$ cat config.mk
export PLATFORM = sky130hd
export DESIGN_NAME = jk_reg_counter
export DESIGN_NICKNAME = d
export VERILOG_FILES = /design/src/rtl/jk_reg_counter.sv
export SDC_FILE = /design/constraint.sdc
export NUM_CORES = 1
export LEC_CHECK = 0
export BUFFER_PORTS_ARGS = -buffer_cell sky130_fd_sc_hd__buf_2
export CAP_MARGIN = 0
export CORE_AREA = 2 2 39 41
export CTS_CLUSTER_DIAMETER = 200
export DETAILED_ROUTE_END_ITERATION = 16
export DIE_AREA = 0 0 41 43
export GPL_TIMING_DRIVEN = 0
export PLACE_DENSITY = 0.72
export SLEW_MARGIN = 20
export SYNTH_ARGS = -nofsm -noshare
export SYNTH_HDL_FRONTEND = slang
export SYNTH_SLANG_ARGS = --single-unit
$ cat constraint.sdc
create_clock -name clk -period 4.3 [get_ports clk]
set_input_delay 1.29 -clock clk [delete_from_list [all_inputs] [get_ports clk]]
set_output_delay 1.29 -clock clk [all_outputs]
set_load 0.02 [all_outputs]
$ cat src/rtl/jk_reg_counter.sv
// rtl/jk_reg_counter.sv - WIDTH-bit JK flop bank with JK, modulo up/down and load modes
module jk_reg_counter #(
    parameter int              WIDTH     = 4,
    parameter longint unsigned MODULUS   = 64'd1 << WIDTH,
    parameter longint unsigned RESET_VAL = 64'd0
) (
    input  logic             clk,
    input  logic             reset,
    input  logic             en,
    input  logic [1:0]       mode,
    input  logic [WIDTH-1:0] j,
    input  logic [WIDTH-1:0] k,
    input  logic [WIDTH-1:0] load_val,
    output logic [WIDTH-1:0] q,
    output logic [WIDTH-1:0] qb,
    output logic             tc
);
    localparam logic [1:0] MODE_JK   = 2'b00;
    localparam logic [1:0] MODE_UP   = 2'b01;
    localparam logic [1:0] MODE_DOWN = 2'b10;

    localparam longint unsigned MOD_M1 = MODULUS - 64'd1;
    localparam logic [WIDTH:0]   MOD_X  = MODULUS[WIDTH:0];
    localparam logic [WIDTH:0]   MAX_X  = MOD_M1[WIDTH:0];
    localparam logic [WIDTH-1:0] MAX_V  = MOD_M1[WIDTH-1:0];
    localparam logic [WIDTH-1:0] RST_V  = RESET_VAL[WIDTH-1:0];

    logic             at_top;
    logic             at_bot;
    logic             load_ok;
    logic [WIDTH-1:0] target;
    logic [WIDTH-1:0] j_eff;
    logic [WIDTH-1:0] k_eff;

    function automatic logic [WIDTH-1:0] jk_next(
        input logic [WIDTH-1:0] cur,
        input logic [WIDTH-1:0] jv,
        input logic [WIDTH-1:0] kv
    );
        return (jv & ~cur) | (~kv & cur);
    endfunction

    // Out-of-range states (only reachable via JK mode) are treated as wrap points.
    assign at_top  = {1'b0, q} >= MAX_X;
    assign at_bot  = (q == '0) || ({1'b0, q} >= MOD_X);
    assign load_ok = {1'b0, load_val} < MOD_X;

    always_comb begin
        target = q;
        j_eff  = j;
        k_eff  = k;
        if (mode != MODE_JK) begin
            case (mode)
                MODE_UP:   target = at_top ? '0 : q + WIDTH'(1);
                MODE_DOWN: target = at_bot ? MAX_V : q - WIDTH'(1);
                default:   target = load_ok ? load_val : MAX_V;
            endcase
            // Toggle mask: J=K=1 exactly on the bits that must change.
            j_eff = q ^ target;
            k_eff = q ^ target;
        end
    end

    always_ff @(posedge clk or posedge reset) begin
        if (reset) begin
            q <= RST_V;
        end else if (en) begin
            q <= jk_next(q, j_eff, k_eff);
        end
    end

    assign qb = ~q;
    assign tc = en & ~reset & (((mode == MODE_UP) & at_top) | ((mode == MODE_DOWN) & at_bot));

endmodule

# Word-level counts from Yosys, hierarchy flattened
# Index checks and enable logic that the tools add are counted.
# Widths: inputs -> output; s select.
[word_totals]
wordCells = 26
out_inout_bits = 9
register_bits = 4
in_bits = 17
[classes]
add_sub_neg = 2
n_reduce_logical = 2
eq_ne = 2
order_cmp = 1
bitwise = 12
mux = 6
[ops]
columns = ["cell", "n"]
rows = [
  ["$mux 4", 5],
  ["$and 4x4->4", 2],
  ["$not 4->4", 2],
  ["$pmux 4 s2", 1],
  ["$add 4x1->4 const B", 1],
  ["$and 1x1->1", 4],
  ["$ge 4x4->1 const B", 1],
  ["$logic_not 4->1", 1],
  ["$or 4x4->4", 1],
  ["$sub 4x1->4 const B", 1],
  ["$xor 4x4->4", 1],
  ["$eq 2x1->1 const B", 1],
  ["$eq 2x2->1 const B", 1],
  ["$reduce_bool 2->1", 1],
  ["$not 1->1", 1],
  ["$or 1x1->1", 1],
]

# Logic depth before layout (Yosys ltp)
# Gate-level depths: netlist of the first run.
[logic_depth]
word_depth = 9
depth_mapped = 6
mapped_depth_nobuf = 6

# Worst setup path after synthesis of the first run
# OpenSTA, ideal clock, no wires.
[synth_path]
path_type = "input-to-output"
start = "input port mode[0]"
end = "output port tc"
n_path_buf = 0
arrival_ps = 2244
required_time_ps = 3010
cell_stages = 5
setup_slack_ps = 766
path_cell_list = "inv_1 > ha_1 > and4bb_2 > a41o_2 > and3_1"
[synth_between]
elab_chain_cells = 4
word_cells_on_any_way = 6
cone_classes = "eq/ne (2); bitwise (4)"
[synth_lines]
columns = ["item", "line_no", "rtl"]
rows = [
  ["from (decl)", "10", "input logic [1:0] mode,"],
  ["$eq 2x1->1 or $eq 2x2->1 (tied branches)", "73", "assign tc = en & ~reset & (((mode == MODE_UP) & at_top) | ((mode == MODE_DOWN) & at_bot));"],
  ["$and 1x1->1", "73", ""],
  ["$or 1x1->1 *", "73", ""],
  ["$and 1x1->1 *", "73", ""],
  ["to (decl)", "16", "output logic tc"],
]
# Every way passes the cells marked *; elsewhere a longest branch is shown, timed or not.

# Worst setup path after layout of the first run
# Ends and elaborated chain as after synthesis.

==> flow_metrics.py, run 1 <==
metrics = {
    "clocking": {
        "clk_pin_slew_ns": 0.04,
        "ctsHtreeMaxLevel": 1,
        "cts.sinks": 4,
        "clockRootBuffer": "clkbuf_4",
        "clock_latency_ns": 0.24,
        "post-cts-setup-buffers": 0,
        "cts_buffers": 3,
        "cts_buffer_depth": 2,
        "cts_resized": 0,
        "cts_tree": "yes",
        "hold_buffers": 0,
    },
    "placement": {
        "dp_cells": 105,
        "place_hpwl_um": 1080,
        "place.gp.congestion": 0.787,
        "io_buffers": 24,
        "dp_slack_ns": 0.498,
    },
    "yosys": {
        "yosysSeqAreaShare": 0.201,
        "synth.top_cell.area_share": 0.201,
        "async_reset_ff_frac": 1.00,
        "yosys-top-cells-area": "dfrtp_1 (20%), ha_1 (13%), o21ai_0 (9.0%), inv_1 (6.8%), a21oi_1 (5.0%)",
        "synth_common_cells": "inv_1 (9), o21ai_0 (9), a21oi_1 (5), ha_1 (5)",
        "synth-edff-count": 0,
        "synthCells": 65,
        "syn_area_um2": 499,
        "yosysTopAreaCell": "dfrtp_1",
        "ys.flop_type": "dfrtp_1",
        "syn_nets": 87,
        "yosys_warnings": 0,
        "synth_cell_types": 31,
        "yosys_register_bits": 4,
        "syn_avg_cell_area_um2": 7.68,
    },
    "outcome": {
        "outcome": "complete, no violations",
    },
    "critical_path": {
        "max_stage_delay_ns": 0.27,
        "r2r_cells": 6,
        "r2r-end": "q[0]",
        "r2r_slack_ns": 2.50,
        "cp.depth": 7,
        "crit_chain": "buf_2, inv_1, ha_1, and4bb_2, a41o_2, and3_1, buf_2",
        "path_buf_inv": 3,
        "crit_family": "simple AND/OR/NAND/NOR gates",
        "cpMostUsedCell": "buf_2",
        "crit_required_ns": 3.01,
        "r2r-start": "q[0]",
        "cp_max_fo": 6,
        "critPathArrivalTime_ns": 2.53,
        "worstSetupStartpointType": "input pin",
        "critPathKind": "input pin to primary output",
        "endpoint_kind": "primary output",
        "critPathSlowestCell": "and4bb_2",
    },
    "routing": {
        "first_pass_iters": 4,
        "wirelength_um": 1400,
        "drtIter0Drc": 22,
        "drt.antenna.violating_nets": 0,
        "wl_per_cell_um": 12.9,
        "vias": 577,
        "route.detailed.drc": 0,
        "avgViaCountPerCell": 5.34,
    },
    "sta": {
        "tns_ns": 0,
        "tightest_slew_ns": 0.319,
        "slew_violations": 0,
        "post-route-period-util": 0.888,
        "slew_headroom": 0.787,
        "hold_viol_final": 0,
        "rsz0062_at_grt": "no",
        "min_period_ns": 3.82,
        "final.setup.worst_slack_ns": 0.480,
        "setup_violations": 0,
        "finClkSkew_ns": 0.00289,
        "fmax_ghz": 0.262,
    },
    "min_path": {
        "hold_path.class": "flip-flop to flip-flop",
        "min_path_cells": 3,
        "min_from": "q[3]",
        "hold_path_end": "q[3]",
    },
    "floorplanning": {
        "dieHeight_um": 43,
        "die_x_um": 41,
        "rows": 14,
        "dieArea_um2": 1760,
        "initial_utilization": 0.361,
        "coreArea_um2": 1380,
        "ios": 26,
    },
    "grt": {
        "grt_pass1_wl_um": 2130,
        "grt_max_degree": 11,
        "overflow": 0,
        "antenna_found_initial": 0,
        "track_usage": 0.173,
        "grt_pass1_vias": 489,
    },
    "power_and_ir_drop": {
        "p_leak_uw": 0.000341,
        "total_power_uw": 219,
        "p_per_area_nw_per_um2": 331,
        "max-vdd-ir-drop_v": 0.000111,
    },
    "final_layout": {
        "reg_top3": "q: 4 flops",
        "fill_cells": 139,
        "largest-register": "q",
        "area_growth_pct": 32.6,
        "post_route_cells_drive_above_1_share": 0.348,
        "diodes": 0,
        "fin_cells": 108,
        "largest_reg_flops": 4,
        "fin_nets": 116,
    },
    "flow_run": {
        "cap_violations": 0,
    },
}
where the power goes:
part | total (uW) | leakage, uW | internal (uW) | switching (uW)
Clock | 47.9 | 0.0000138 | 31.3 | 16.6
Sequential | 54.2 | 0.0000482 | 44.8 | 9.35
Combinational | 117 | 0.000279 | 49.3 | 67.6
worst max path at each step:
stage                 start  to
finish              mode[0]  tc
global route        mode[0]  tc
CTS                 mode[0]  tc
detailed placement  mode[0]  tc
global placement    mode[0]  tc
floorplan           mode[0]  tc
cells in the final DEF, fill, tap and decap left out, types with 2 or more instances in the layout:
master / count
buf_2: 24
o21ai_0: 9
inv_1: 9
a21oi_1: 5
ha_1: 5
nand3_1: 4
dfrtp_1: 4
clkbuf_4: 3
nor2_1: 2
buf_4: 2
nor2b_1: 2
nand2b_1: 2
cell families (layout without fill, tap and decap cells):
kind of cell | count (synthesis) | in the layout | share of synthesized area
AOI/OAI and AO/OA | 26 | 26 | 0.346
adders and majority gates | 5 | 5 | 0.125
buffers and inverters | 13 | 40 | 0.113
DFF | 4 | 4 | 0.201
muxes | 1 | 1 | 0.0201
and+or+nand+nor | 16 | 16 | 0.196
layer usage:
metal,wire length [um],track usage,share of wire,up-vias
met1,596,0.223,0.43,257
met5,0,0,0,-
met2,706,0.263,0.51,25
li1,-,-,-,291
met4,10,0.0800,0.0072,0
met3,82,0.0366,0.059,4
tightest hold or removal path: stages (launching register included):
cell	delay (ns)
dfrtp_1	0.33
buf_4	0.15
a21oi_1	0.07
o21ai_1	0.07
through the flow:
step	util	instance area, um^2	hold slack [ns]
final	0.478	662	0.663
after global routing	0.478	662	0.677
after CTS	0.478	662	0.666
after detailed placement	0.462	639	0.657
after global placement	0.462	639	0.637
after floorplan	-	499	0.718
area by class of cell:
class                      instances  area (um^2)  share of cell area
inverter                          10         37.5              0.0567
clock buffer                       3         22.5              0.0340
sequential                         4          100               0.151
buffer                             3         18.8              0.0284
tap                               16         20.0              0.0302
multi-input combinational         48          343               0.518
timing repair buffer              24          120               0.181
(Power assumes the default switching activity.)
==> inputs of run 2 (changes only) <==
Settings changed: PLACE_DENSITY 0.72 to 0.79.
==> run 2 against run 1 <==
Effect of this change:
- global-route usage up 0.12 points
- die area unchanged
- critical path type unchanged
- core utilization unchanged
- power up 1.0%
- largest power group unchanged
- clock-buffer cell count unchanged
- via count up 6.4%
- sequential cell count unchanged
- sequential power down 0.7%
- fmax up 0.69%
==> flow_metrics.py, run 2 (synthesized netlist as in run 1, its figures left out) <==
metrics = {
    "outcome": {
        "outcome": "complete, no violations",
    },
    "min_path": {
        "min_from": "q[3]",
        "hold_path.class": "flip-flop to flip-flop",
        "hold_path_end": "q[3]",
        "min_path_cells": 3,
    },
    "critical_path": {
        "critPathArrivalTime_ns": 2.50,
        "r2r_cells": 6,
        "r2r_slack_ns": 2.56,
        "crit_chain": "buf_2, inv_1, ha_1, and4bb_2, a41o_2, and3_1, buf_2",
        "critPathKind": "input pin to primary output",
        "cpMostUsedCell": "buf_2",
        "r2r-end": "q[0]",
        "r2r-start": "q[0]",
        "crit_required_ns": 3.01,
        "cp_max_fo": 6,
        "critPathSlowestCell": "ha_1",
        "endpoint_kind": "primary output",
        "worstSetupStartpointType": "input pin",
        "max_stage_delay_ns": 0.26,
    },
    "final_layout": {
        "largest-register": "q",
        "diodes": 0,
        "layout_commonest_cell": "buf_2",
        "reg_top3": "q: 4 flops",
        "multi_input_area_um2": 343,
        "area_growth_pct": 32.6,
        "final_cell_mix": "buf_2 (24), o21ai_0 (9), inv_1 (9)",
        "fin_nets": 116,
        "post_route_cells_drive_above_1_share": 0.348,
        "largest_reg_flops": 4,
        "regArea_um2": 100,
        "final_util": 0.478,
        "fill_cells": 139,
    },
    "floorplanning": {
        "coreArea_um2": 1380,
        "ios": 26,
        "dieArea_um2": 1760,
        "die_x_um": 41,
        "dieHeight_um": 43,
        "initial_utilization": 0.361,
        "rows": 14,
    },
    "sta": {
        "rsz0062_at_grt": "no",
        "fmax_ghz": 0.264,
        "min_period_ns": 3.79,
        "tns_ns": 0,
        "hold_viol_final": 0,
        "finClkSkew_ns": 0.00171,
        "slew_violations": 0,
        "setup_violations": 0,
        "tightest_slew_ns": 0.315,
        "post-route-period-util": 0.882,
        "whs_ns": 0.662,
        "slew_headroom": 0.790,
    },
    "clocking": {
        "cts_buffers": 3,
        "clockRootBuffer": "clkbuf_4",
        "post-cts-setup-buffers": 0,
        "cts.sinks": 4,
        "ctsHtreeMaxLevel": 1,
        "hold_buffers": 0,
        "cts_tree": "yes",
        "clk_pin_slew_ns": 0.04,
        "clock_latency_ns": 0.24,
        "cts_resized": 0,
        "cts_buffer_depth": 2,
    },
    "power_and_ir_drop": {
        "pwr-share-clk": 0.228,
        "combPwrFrac": 0.529,
        "switching_share": 0.432,
        "p_per_area_nw_per_um2": 334,
        "max-vdd-ir-drop_v": 0.000132,
        "p_leak_uw": 0.000341,
        "total_power_uw": 221,
        "internal_power_uw": 126,
        "p_switching_uw": 95.6,
        "pwr-share-seq": 0.243,
    },
    "grt": {
        "antenna_found_initial": 0,
        "track_usage": 0.174,
        "overflow": 0,
        "grt_pass1_vias": 540,
        "grt_pass1_wl_um": 2140,
        "grt_max_degree": 11,
    },
    "placement": {
        "place_hpwl_um": 1080,
        "io_buffers": 24,
        "place.gp.congestion": 0.794,
    },
    "routing": {
        "first_pass_iters": 4,
        "avgViaCountPerCell": 5.69,
        "drtIter0Drc": 21,
        "wl_per_cell_um": 13.2,
        "drt.antenna.violating_nets": 0,
        "route.detailed.drc": 0,
        "wirelength_um": 1430,
        "vias": 614,
    },
    "flow_run": {
        "cap_violations": 0,
    },
}
==> run 2: cell counts in the layout (fill, tap and decap cells not counted) <==
Identical to the previous run, type by type.
==> run 2: worst max-delay path: cells and delay by family <==
family                   cells  cell delay [ns]
AO/OA/AOI/OAI                1             0.24
buffers and inverters        3             0.29
adder cells (fa/ha/maj)      1             0.26
AND/OR/NAND/NOR              2             0.43
==> run 2: cell type report <==
type / instances / area share
Sequential cell: 4 / 0.151
Clock buffer: 3 / 0.0340
Multi-Input combinational cell: 48 / 0.518
Timing Repair Buffer: 24 / 0.181
Inverter: 10 / 0.0567
Tap cell: 16 / 0.0302
Buffer: 3 / 0.0284
==> run 2: layer usage <==
layer  track usage  vias to the layer above  routed length, um  part of all wire
li1              -                      294                  -                 -
met1         0.201                      279                565              0.40
met2         0.284                       37                720              0.50
met3        0.0471                        4                127             0.089
met4        0.0733                        0                 16             0.011
met5             0                        -                  0                 0
==> run 2: worst max-delay path by stage <==
| stage | start | cells past startpoint | endpoint |
|---|---|---|---|
| floorplan | mode[0] | 5 | tc |
| global placement | mode[0] | 7 | tc |
| detailed placement | mode[0] | 7 | tc |
| CTS | mode[0] | 7 | tc |
| global route | mode[0] | 7 | tc |
| finish | mode[0] | 7 | tc |
==> run 2: power groups by stage <==
stage	clock network [uW]	logic (uW)	registers [uW]
after floorplan	0	72.6	61.4
after global placement	0	113	53.6
after detailed placement	0	116	54.3
after CTS	48.1	117	53.9
after global routing	50.5	130	55.3
final	50.4	117	53.8
==> run 2: per-stage QoR <==
step / setup WS, ns / instances / area [um^2]
after floorplan: 0.766 / 65 / 499
after global placement: 0.545 / 105 / 639
after detailed placement: 0.514 / 105 / 639
after CTS: 0.509 / 108 / 662
after global routing: 0.463 / 108 / 662
final: 0.506 / 108 / 662
==> inputs of run 3 (changes only) <==
Settings changed: BUFFER_PORTS_ARGS -buffer_cell sky130_fd_sc_hd__buf_2 to default, DONT_BUFFER_PORTS from default to 1, PLACE_DENSITY 0.79 to 0.63.
==> run 3 against run 2 <==
Effect of this change:
- sequential power increased by 19%
- sequential share of layout area increased by 3.4 points
- non-clock buffer count decreased by 24
- power decreased by 10%
- clock-buffer cell count unchanged
- worst hold slack improved by 0.14 ns
- register-to-register slack got worse by 0.30 ns
- clock skew increased by 0.0019 ns
- worst setup slack improved by 0.17 ns
==> flow_metrics.py, run 3 (synthesized netlist as in run 1, its figures left out) <==
metrics = {
    "routing": {
        "wl_per_cell_um": 15.3,
        "avgViaCountPerCell": 5.89,
        "vias": 495,
        "route.detailed.drc": 0,
        "drtIter0Drc": 7,
        "first_pass_iters": 4,
        "wirelength_um": 1280,
        "drt.antenna.violating_nets": 0,
    },
    "clocking": {
        "cts_buffers": 3,
        "clockRootBuffer": "clkbuf_4",
        "cts.sinks": 4,
        "clock_latency_ns": 0.24,
        "hold_buffers": 0,
        "cts_resized": 0,
        "cts_buffer_depth": 2,
        "clk_pin_slew_ns": 0.03,
        "ctsHtreeMaxLevel": 1,
        "post-cts-setup-buffers": 0,
        "cts_tree": "yes",
    },
    "sta": {
        "tightest_slew_ns": 0.423,
        "hold_viol_final": 0,
        "min_period_ns": 3.62,
        "setup_violations": 0,
        "tns_ns": 0,
        "slew_violations": 0,
        "whs_ns": 0.798,
        "slew_headroom": 0.718,
        "post-route-period-util": 0.842,
        "fmax_ghz": 0.276,
        "finClkSkew_ns": 0.00362,
        "rsz0062_at_grt": "no",
    },
    "floorplanning": {
        "coreArea_um2": 1380,
        "die_x_um": 41,
        "dieHeight_um": 43,
        "ios": 26,
        "rows": 14,
        "initial_utilization": 0.361,
        "dieArea_um2": 1760,
    },
    "power_and_ir_drop": {
        "pwr-share-seq": 0.323,
        "pwr-share-clk": 0.239,
        "max-vdd-ir-drop_v": 0.000166,
        "p_per_area_nw_per_um2": 367,
        "p_switching_uw": 87.7,
        "p_leak_uw": 0.000245,
        "combPwrFrac": 0.438,
        "switching_share": 0.441,
        "internal_power_uw": 111,
    },
    "final_layout": {
        "reg_top3": "q: 4 flops",
        "fill_cells": 154,
        "largest-register": "q",
        "largest_reg_flops": 4,
        "multi_input_area_um2": 343,
        "area_growth_pct": 8.52,
        "fin_nets": 92,
        "fin_cells": 84,
        "diodes": 0,
        "post_route_cells_drive_above_1_share": 0.118,
        "regArea_um2": 100,
        "final_cell_mix": "o21ai_0 (9), inv_1 (9), a21oi_1 (5), ha_1 (5)",
    },
    "placement": {
        "dp_cells": 81,
        "io_buffers": 0,
        "place.gp.congestion": 0.771,
        "place_hpwl_um": 1020,
    },
    "grt": {
        "track_usage": 0.163,
        "gr-usage-met2": 0.250,
        "grt_pass1_vias": 469,
        "antenna_found_initial": 0,
        "grt_pass1_wl_um": 1930,
        "grt_max_degree": 11,
        "grt-busiest-layer": "met2",
        "use_met3": 0.0995,
        "use_met1": 0.175,
        "overflow": 0,
    },
    "min_path": {
        "min_from": "q[2]",
        "hold_path_end": "q[2]",
        "min_path_cells": 2,
        "hold_path.class": "flip-flop to flip-flop",
    },
    "critical_path": {
        "endpoint_kind": "primary output",
        "r2r_cells": 6,
        "r2r-start": "q[0]",
        "r2r_slack_ns": 2.26,
        "critPathArrivalTime_ns": 2.33,
        "critPathKind": "input pin to primary output",
        "crit_required_ns": 3.01,
        "cp_max_fo": 6,
        "worstSetupStartpointType": "input pin",
        "r2r-end": "q[0]",
    },
    "flow_run": {
        "cap_violations": 0,
    },
    "outcome": {
        "outcome": "complete, no violations",
    },
}
[run 3: changes by cell type in the layout (fill, tap and decap cells not counted)]
cell	before	now
buf_2	24	0
[run 3: cell type report]
class,count,area share
Tap cell,16,0.0370
Buffer,3,0.0346
Clock buffer,3,0.0416
Multi-Input combinational cell,48,0.633
Inverter,10,0.0693
Sequential cell,4,0.185
[run 3: worst max path at each step]
stage	from	to
2_1_floorplan	mode[0]	tc
3_3_place_gp	mode[0]	tc
3_5_place_dp	mode[0]	tc
4_1_cts	mode[0]	tc
5_1_grt	mode[0]	tc
6_report	mode[0]	tc
[run 3: per-stage QoR]
step / power (uW) / setup slack, ns / area, um^2 / utilization
floorplan: 134 / 0.766 / 499 / -
global placement: 149 / 0.704 / 519 / 0.375
detailed placement: 152 / 0.694 / 519 / 0.375
CTS: 202 / 0.688 / 542 / 0.392
global route: 214 / 0.632 / 542 / 0.392
finish: 199 / 0.679 / 542 / 0.392
[run 3: power groups by stage]
stage / Combinational (uW) / Clock, uW / Sequential [uW]
finish: 87.1 / 47.5 / 64.2
global route: 96.1 / 52.4 / 65.8
CTS: 87.5 / 49.9 / 64.1
detailed placement: 87.6 / 0 / 64.7
global placement: 84.8 / 0 / 64.0
floorplan: 72.6 / 0 / 61.4
[run 3: critical path, cell delays in order]
cell and delay [ns]:
inv_1 0.03, ha_1 0.27, and4bb_2 0.26, a41o_2 0.22, and3_1 0.25
[run 3: per-layer routing]
| metal | wire length [um] | share of wire | vias up |
|---|---|---|---|
| met4 | 6 | 0.0047 | 0 |
| li1 | - | - | 246 |
| met2 | 630 | 0.49 | 22 |
| met1 | 521 | 0.41 | 225 |
| met3 | 126 | 0.098 | 2 |
| met5 | 0 | 0 | - |
